`src/rtl/fp_normalize_round.sv`:
```
// fp_normalize_round
//
// Normalizes and rounds NUM_LANES float32 results in a two-stage pipeline
// with valid/ready handshakes on both sides. It also keeps a set of sticky
// exception flags for each thread.
//
// Stage A: left-shifts each significand by its normalization amount and
//          adjusts the exponent to match.
// Stage B: rounds, handles the special cases and packs the float32 result.
//
// Ports
//   clk                 sole clock, rising edge
//   reset               asynchronous, active-low reset
//   in_valid, in_ready  input handshake; a beat transfers when both are high
//   in_thread           thread that owns the beat
//   in_mask             per-lane enable (gates the flag contribution)
//   in_round_mode       0=RNE 1=RTZ 2=RUP 3=RDN
//   in_sign             per-lane result sign
//   in_exponent         per-lane signed biased exponent, 10 bits per lane
//   in_significand      per-lane unnormalized significand, 32 bits per lane
//   in_norm_shift       per-lane left shift amount, 6 bits per lane
//   in_inf, in_nan      per-lane special-result flags
//   out_valid/out_ready output handshake
//   out_thread/out_mask carried through with the beat
//   out_result          per-lane float32 result, 32 bits per lane
//   flag_clear          clears the sticky flags of flag_clear_thread
//   fp_flags            per-thread {invalid, overflow, underflow, inexact}
//
// Configuration macro
//   FP_ROUND_MODES_EN   defined: all four rounding modes are honoured.
//                       undefined: in_round_mode is ignored, RNE is always
//                       used, so overflow always produces infinity.
module fp_normalize_round #(
  parameter int NUM_LANES   = 16,
  parameter int NUM_THREADS = 4,
  localparam int TW = (NUM_THREADS > 1) ? $clog2(NUM_THREADS) : 1
) (
  input  logic                    clk,
  input  logic                    reset,
  input  logic                    in_valid,
  output logic                    in_ready,
  input  logic [TW-1:0]           in_thread,
  input  logic [NUM_LANES-1:0]    in_mask,
  input  logic [1:0]              in_round_mode,
  input  logic [NUM_LANES-1:0]    in_sign,
  input  logic [NUM_LANES*10-1:0] in_exponent,
  input  logic [NUM_LANES*32-1:0] in_significand,
  input  logic [NUM_LANES*6-1:0]  in_norm_shift,
  input  logic [NUM_LANES-1:0]    in_inf,
  input  logic [NUM_LANES-1:0]    in_nan,
  output logic                    out_valid,
  input  logic                    out_ready,
  output logic [TW-1:0]           out_thread,
  output logic [NUM_LANES-1:0]    out_mask,
  output logic [NUM_LANES*32-1:0] out_result,
  input  logic                    flag_clear,
  input  logic [TW-1:0]           flag_clear_thread,
  output logic [NUM_THREADS*4-1:0] fp_flags
);

  // Pipeline control state
  logic aValid_q;
  logic bValid_q;
  logic aAccept;
  logic bAccept;
  logic aLoad;
  logic bLoad;

  // Stage A registers (datapath, not reset)
  logic [NUM_LANES*32-1:0] aSig_q;
  logic [NUM_LANES*11-1:0] aExp_q;
  logic [NUM_LANES-1:0]    aSign_q;
  logic [NUM_LANES-1:0]    aInf_q;
  logic [NUM_LANES-1:0]    aNan_q;
  logic [1:0]              aMode_q;
  logic [TW-1:0]           aThread_q;
  logic [NUM_LANES-1:0]    aMask_q;

  // Stage A next-state values
  logic [NUM_LANES*32-1:0] aSig_d;
  logic [NUM_LANES*11-1:0] aExp_d;

  // Stage B registers (datapath, not reset)
  logic [NUM_LANES*32-1:0] bResult_q;
  logic [3:0]              bFlags_q;
  logic [TW-1:0]           bThread_q;
  logic [NUM_LANES-1:0]    bMask_q;

  // Stage B next-state values
  logic [NUM_LANES*32-1:0] bResult_d;
  logic [NUM_LANES*4-1:0]  laneFlags;
  logic [3:0]              bFlags_d;

  // Sticky flags
  logic [NUM_THREADS*4-1:0] flags_q;
  logic [NUM_THREADS*4-1:0] flags_d;

  // Effective rounding mode used by stage B
  logic [1:0] effMode;

`ifdef FP_ROUND_MODES_EN
  assign effMode = aMode_q;
`else
  // The captured mode is deliberately ignored; RNE is hard-wired.
  logic unusedMode;
  assign unusedMode = ^aMode_q;
  assign effMode    = 2'd0;
`endif

  // Handshake. Each stage takes a new beat when it is empty or when its own
  // contents are moving on in the same cycle. The input side can therefore
  // accept whenever a bubble exists anywhere or the consumer is draining.
  always_comb begin
    bAccept  = !bValid_q || out_ready;
    aAccept  = !aValid_q || bAccept;
    aLoad    = in_valid && aAccept;
    bLoad    = aValid_q && bAccept;
    in_ready = aAccept;
  end

  // Valid bits are the only pipeline state that needs reset. Clearing them
  // discards any beats that are in flight.
  always_ff @(posedge clk or negedge reset) begin
    if (!reset) begin
      aValid_q <= 1'b0;
      bValid_q <= 1'b0;
    end else begin
      if (aAccept) begin
        aValid_q <= in_valid;
      end
      if (bAccept) begin
        bValid_q <= aValid_q;
      end
    end
  end

  // Stage A per-lane shift and exponent adjustment. A shift of 32 or more
  // clears the significand. The 10-bit signed exponent is sign-extended to
  // 11 bits before the unsigned shift amount is subtracted.
  for (genvar i = 0; i < NUM_LANES; i++) begin : gLaneA
    logic [9:0] expIn;
    logic [5:0] shiftIn;
    assign expIn   = in_exponent[i*10 +: 10];
    assign shiftIn = in_norm_shift[i*6 +: 6];
    assign aSig_d[i*32 +: 32] = in_significand[i*32 +: 32] << shiftIn;
    assign aExp_d[i*11 +: 11] = {expIn[9], expIn} - {5'd0, shiftIn};
  end

  // Stage A capture. While stage A is holding a stalled beat, aLoad is low,
  // so the register keeps its contents.
  always_ff @(posedge clk) begin
    if (aLoad) begin
      aSig_q    <= aSig_d;
      aExp_q    <= aExp_d;
      aSign_q   <= in_sign;
      aInf_q    <= in_inf;
      aNan_q    <= in_nan;
      aMode_q   <= in_round_mode;
      aThread_q <= in_thread;
      aMask_q   <= in_mask;
    end
  end

  // Stage B per-lane rounding and packing.
  // Fields of the shifted significand: s[31] is the hidden bit, s[30:8] is
  // the mantissa, s[7] is the guard bit and s[6:0] form the sticky bit.
  // The special cases are checked in priority order: NaN, infinity, zero,
  // flush, overflow. Flush is decided on the exponent before rounding, so a
  // round-up carry cannot rescue a flushed value. Overflow is decided on
  // the exponent after rounding.
  for (genvar i = 0; i < NUM_LANES; i++) begin : gLaneB
    logic [31:0]        s;
    logic signed [10:0] e;
    logic signed [10:0] eRnd;
    logic               sign;
    logic               guard;
    logic               sticky;
    logic               lsb;
    logic               roundUp;
    logic               carry;
    logic               toInf;
    logic [22:0]        mantRnd;
    logic [31:0]        result;
    logic [3:0]         flags;

    assign s    = aSig_q[i*32 +: 32];
    assign e    = $signed(aExp_q[i*11 +: 11]);
    assign sign = aSign_q[i];

    always_comb begin
      guard  = s[7];
      sticky = |s[6:0];
      lsb    = s[8];

      roundUp = 1'b0;
      case (effMode)
        2'd0:    roundUp = guard && (sticky || lsb);
        2'd1:    roundUp = 1'b0;
        2'd2:    roundUp = (guard || sticky) && !sign;
        default: roundUp = (guard || sticky) && sign;
      endcase

      {carry, mantRnd} = {1'b0, s[30:8]} + {23'd0, roundUp};
      eRnd = e + $signed({10'd0, carry});

      // Saturate to infinity only when rounding is allowed to move the
      // magnitude up; otherwise clamp to the largest finite value.
      toInf = (effMode == 2'd0) ||
              ((effMode == 2'd2) && !sign) ||
              ((effMode == 2'd3) && sign);

      result = {sign, eRnd[7:0], mantRnd};
      flags  = {3'b000, guard || sticky};

      if (aNan_q[i]) begin
        result = 32'h7FFF_FFFF;
        flags  = 4'b1000;
      end else if (aInf_q[i]) begin
        result = {sign, 8'hFF, 23'd0};
        flags  = 4'b0000;
      end else if (s == 32'd0) begin
        result = {sign, 31'd0};
        flags  = 4'b0000;
      end else if (e <= 11'sd0) begin
        result = {sign, 31'd0};
        flags  = 4'b0011;
      end else if (eRnd >= 11'sd255) begin
        result = toInf ? {sign, 8'hFF, 23'd0} : {sign, 31'h7F7F_FFFF};
        flags  = 4'b0101;
      end
    end

    assign bResult_d[i*32 +: 32] = result;
    assign laneFlags[i*4 +: 4]   = flags & {4{aMask_q[i]}};
  end

  // Merge the flags of the enabled lanes into one 4-bit set for the beat.
  always_comb begin
    bFlags_d = 4'd0;
    for (int i = 0; i < NUM_LANES; i++) begin
      bFlags_d = bFlags_d | laneFlags[i*4 +: 4];
    end
  end

  // Stage B capture. This stage holds its beat while the consumer stalls.
  always_ff @(posedge clk) begin
    if (bLoad) begin
      bResult_q <= bResult_d;
      bFlags_q  <= bFlags_d;
      bThread_q <= aThread_q;
      bMask_q   <= aMask_q;
    end
  end

  assign out_valid  = bValid_q;
  assign out_thread = bThread_q;
  assign out_mask   = bMask_q;
  assign out_result = bResult_q;

  // Sticky flag next state. A clear is applied before the flags of a
  // departing beat are ORed in, so a clear and an update on the same
  // thread in the same cycle leave only the new flags.
  always_comb begin
    flags_d = flags_q;
    for (int t = 0; t < NUM_THREADS; t++) begin
      if (flag_clear && (flag_clear_thread == TW'(t))) begin
        flags_d[t*4 +: 4] = 4'd0;
      end
      if (bValid_q && out_ready && (bThread_q == TW'(t))) begin
        flags_d[t*4 +: 4] = flags_d[t*4 +: 4] | bFlags_q;
      end
    end
  end

  // Sticky flag register
  always_ff @(posedge clk or negedge reset) begin
    if (!reset) begin
      flags_q <= '0;
    end else begin
      flags_q <= flags_d;
    end
  end

  assign fp_flags = flags_q;

endmodule

```
`config.mk`:
```
export PLATFORM = sky130hd
export DESIGN_NAME = fp_normalize_round
export DESIGN_NICKNAME = d
export VERILOG_FILES = /design/src/rtl/fp_normalize_round.sv
export SDC_FILE = /design/constraint.sdc
export NUM_CORES = 2
export LEC_CHECK = 0
export CORE_AREA = 2 2 535 537
export CTS_CLUSTER_DIAMETER = 100
export DETAILED_ROUTE_END_ITERATION = 8
export DIE_AREA = 0 0 537 539
export PLACE_DENSITY_LB_ADDON = 0.12
export SLEW_MARGIN = 5
export SYNTH_ARGS = -nofsm -noshare
export SYNTH_HDL_FRONTEND = slang
export SYNTH_SLANG_ARGS = --single-unit
```
`constraint.sdc`:
```
create_clock -name clk -period 23.1 [get_ports clk]
set_clock_uncertainty 0.05 [all_clocks]
set_input_delay 2.31 -clock clk [delete_from_list [all_inputs] [get_ports clk]]
set_output_delay 2.31 -clock clk [all_outputs]
set_load 0.01 [all_outputs]
```
# --- Word level (Yosys, flattened, before mapping) ---
# Cells that the tools add are included.
# W data, S select, Z words.
op_classes:
  addsub: 48
  order_cmp: 32
  n_eq_ne: 6
  shift: 16
  muxes: 152
  n_bitwise: 35
  reduce_logical: 113
ops:
  columns: ["op", "n"]
  rows:
  - ["$mux W31", 48]
  - ["$logic_not A32 Y1", 16]
  - ["$shl A32 B6 Y32", 16]
  - ["$add A23 B1 Y24", 16]
  - ["$mux W23", 16]
  - ["$add A11 B2 Y11", 16]
  - ["$ge A11 B9 Y1 const B", 16]
  - ["$le A11 B1 Y1 const B", 16]
  - ["$sub A10 B7 Y11", 16]
  - ["$mux W4", 38]
  - ["$mux W3", 50]
  - ["$reduce_or A7 Y1", 16]
  - ["$or A4 B4 Y4", 19]
  - ["$and A4 B4 Y4", 16]
  - ["$logic_or A1 B1 Y1", 34]
  - ["$reduce_or A2 Y1", 16]
  - ["$logic_and A1 B1 Y1", 27]
  - ["$eq A2 B2 Y1 const B", 4]
  - ["$eq A2 B1 Y1 const B", 2]
  - ["$logic_not A2 Y1", 2]
  - ["$logic_not A1 Y1", 2]
word_totals:
  ff_bits: 1306
  inputBits: 843

# --- Longest topological paths before layout ---
depth:
  ltp_word: 27
  mapped_depth: 20

# --- Worst setup path after synthesis ---
# No wires, ideal clock.
synth_timing:
  path_kind: "input port to flip-flop"
  start: "in out_ready"
  end: "reg aExp_q[0] (enable)"
  arrival_time_ns: 19.546
  required_time_ns: 21.827
  path_slack_ns: 2.281
  stages: 2
  n_path_buf: 0
  cell_sequence: "nand3b_1 > and2_1"
synth_between:
  elab_chain_cells: 3
synth_rtl:
  columns: ["item", "line", "rtl"]
  rows:
  - ["start: declaration", "52", "input logic out_ready,"]
  - ["$logic_or A1 B1 Y1", "114", "bAccept = !bValid_q || out_ready;"]
  - ["$logic_or A1 B1 Y1", "115", "aAccept = !aValid_q || bAccept;"]
  - ["$logic_and A1 B1 Y1", "116", "aLoad = in_valid && aAccept;"]
  - ["net aLoad", "66", "logic aLoad;"]
  - ["end signal: assignment", "154", "aExp_q <= aExp_d;"]
  - ["end: declaration", "71", "logic [NUM_LANES*11-1:0] aExp_q;"]
# The timed path passes the listed nets, and every way through them passes these cells.
# A chain may end at the register's enable or synchronous reset.

# --- Worst setup path in the final report ---
layout_timing:
  start: "in out_ready"
  end: "out in_ready"
layout_between:
  elab_chain_cells: 2
layout_rtl:
  columns: ["item", "line", "rtl"]
  rows:
  - ["$logic_or A1 B1 Y1", "114", null]
  - ["$logic_or A1 B1 Y1", "115", null]
  - ["end: declaration", "41", "output logic in_ready,"]
# Every way passes these cells.

==> reports/results.tsv <==
metric	value	unit
io_pins	1391	
cts_buffer_depth	4	
cts.htree.levels	4	
yosysWarnings	0	
rsz0062_at_grt	false	
max_clock_freq	0.159	GHz
p_leak	39.4	nW
cp_max_fo	4	
layout.nets	10300	
drv_cap	0	
grt_pass1_wl	512000	µm
final_cell_count_no_fill	13300	
min_from	aThread_q[0]$_DFFE_PP_	
reg2reg_depth	18	
wl_per_cell	27.6	µm
via_count	71400	
final_antenna_net_count	0	
viasPerCell	5.37	
syn_inst	8142	
p_total	0.00725	W
cellPowerDensity	66.3	nW/µm²
die_width	537	µm
cts_tree	built	
final.setup.tns	0	ns
setup_viol	0	
placed_cell_area	104000	µm²
ys_top_cells_by_count	1,288 x edfxtp_1, 982 x nand2_1, 754 x nor2_1, 418 x clkbuf_1, 383 x mux4_2	
yosys.cell_types.count	84	
status	finished clean	
firstDrtPassIters	6	
numCtsBuffers	172	
drive_gt1_share	9.02	%
end_kind	output port	
final_hold_viol_count	0	
detail_route.wirelength	367000	µm
clk_pin_slew	0.06	ns
stdcell_area	109000	µm²
dp.cells	12900	
yosysSeqAreaShare	45.4	%
synth_ff_type	edfxtp_1	
reg2reg_to	bFlags_q[0]$_DFFE_PP_	
num_rows	196	
crit_required	20.74	ns
dieArea	289000	µm²
slew_viol_final	0	
relSlewSlack	20.1	%
synth_edf_count	1288	
drc	0	
clock_sinks	1306	
initial_core_util	30.3	%
regArea	39100	µm²
r2r_start	aSig_q[197]$_SDFFCE_PP0P_	
dieHeight	539	µm
criticalPathCategory	in2out	
antenna_found_initial	192	
ys_ff_latch	1306	
avgSynthCellArea	10.6	µm²
synth_top_area_share	44.9	%
hp-class	reg2reg	
postCtsSetupRepairBufs	0	
cts_resized	0	
synth.most_common_cell	edfxtp_1	
timing.final.crit_share	27.3	%
fillers	27700	
overflow	0	
grt_pass1_vias	68600	
critPathLaunchType	input pin	
arrival	3.94	ns
syn_area	86100	µm²
hold_depth	0	
period_needed	6.30	ns
place_hpwl	300000	µm
gp_routability_congestion	0.945	
synth_area_leaders	edfxtp_1 45%, mux4_2 10%, nand2_1 4.3%	
port_buffers	1388	
vdd_drop_max	0.0467	mV
r2r_slack	17.05	ns
ys_async_sr_fraction	1.38	%
coreArea	284000	µm²
area_delta_synth_final	27.0	%
root_buffer	clkbuf_16	
syn-num-nets	9151	
multi_input_area	44100	µm²
yosysTopAreaCell	edfxtp_1	
gr-usage-all-layers	24.4	%
grt_max_degree	164	
hold_end	out_thread[0]$_DFFE_PP_	
final_util	38.5	%
first_iter_violations	5842	
cts_hold_buf	0	
insertion_delay	0.84	ns
worstMarginPinSlew	1.20	ns
## layout make-up
class / count / area share [%]
flip-flops and latches: 1306 / 35.8
clock buffers: 196 / 4.07
multi-input cells: 6056 / 40.3
inverters: 310 / 1.06
diodes: 75 / 0.172
well taps: 3762 / 4.30
clock inverters: 117 / 1.14
repair buffers: 1470 / 13.2
## routing by layer
metal	share of wire, %	wire length [µm]	vias up	GRT usage, %
met1	42	153000	35000	31.1
met2	46	167000	2699	38.3
met5	0.17	620	-	0
met3	7.9	29100	621	6.61
li1	-	-	32900	-
met4	4.6	16800	96	11.3
## metrics by stage
step,hold WS (ns),setup slack [ns]
2_1_floorplan,0.350,2.28
3_3_place_gp,0.353,16.17
3_5_place_dp,0.360,16.16
4_1_cts,0.372,16.75
5_1_grt,0.386,16.69
6_report,0.376,16.80
## power by group
part	total, W	switching [W]	internal, W
Clock	0.00275	0.00113	0.00162
Combinational	0.00147	0.000815	0.000650
Sequential	0.00303	0.000180	0.00285
## worst max-delay path by stage
stage                             to                 startpoint  slack, ns  cells past startpoint
3_3_place_gp    aInf_q[15]$_DFFE_PP_                  out_ready      16.17                      6
5_1_grt        bFlags_q[0]$_DFFE_PP_  aSig_q[195]$_SDFFCE_PP0P_      16.69                     18
4_1_cts                     in_ready                  out_ready      16.75                      3
2_1_floorplan    aExp_q[0]$_DFFE_PP_                  out_ready       2.28                      2
3_5_place_dp     aNan_q[7]$_DFFE_PP_                  out_ready      16.16                      6
6_report                    in_ready                  out_ready      16.80                      3
## logic make-up after synthesis
family                     after synthesis  synth area share [%]
muxes                                  708                  13.9
buffers and inverters                  780                  3.41
DFF                                   1306                  45.4
adders and majority gates              166                  2.55
xor gates and xnor gates               560                  5.69
and+or+nand+nor                       3047                  16.7
AOI/OAI and AO/OA                     1575                  12.3
## cell usage in the layout, fill, tap and decap left out, types with 20 or more instances in the layout
cell	count
nor2_1	754
nand4_1	89
nor2b_1	114
a32o_1	37
o21ai_0	283
mux4_2	383
xnor2_1	276
nand2b_1	47
inv_2	22
buf_4	80
and3_1	262
a21oi_1	294
bufinv_16	20
diode_2	75
clkdlybuf4s50_1	1369
nor4_1	161
nand3_1	269
inv_1	285
clkinv_1	31
and2_1	156
nor3_1	104
clkbuf_16	175
xor2_1	284
a22o_1	21
a211oi_1	167
mux2i_1	280
mux2_2	45
a21o_1	149
clkbuf_1	21
nand2_1	982
o21bai_1	275
a31oi_1	74
ha_1	150
o22ai_1	42
clkinv_2	26
edfxtp_1	1288
and4_1	34
o21a_1	46
## critical path: stages
cell             delay, ns
clkdlybuf4s50_1       0.52
nand3b_1              0.27
clkdlybuf4s50_1       0.83
Power figures use the tool's default switching activity.
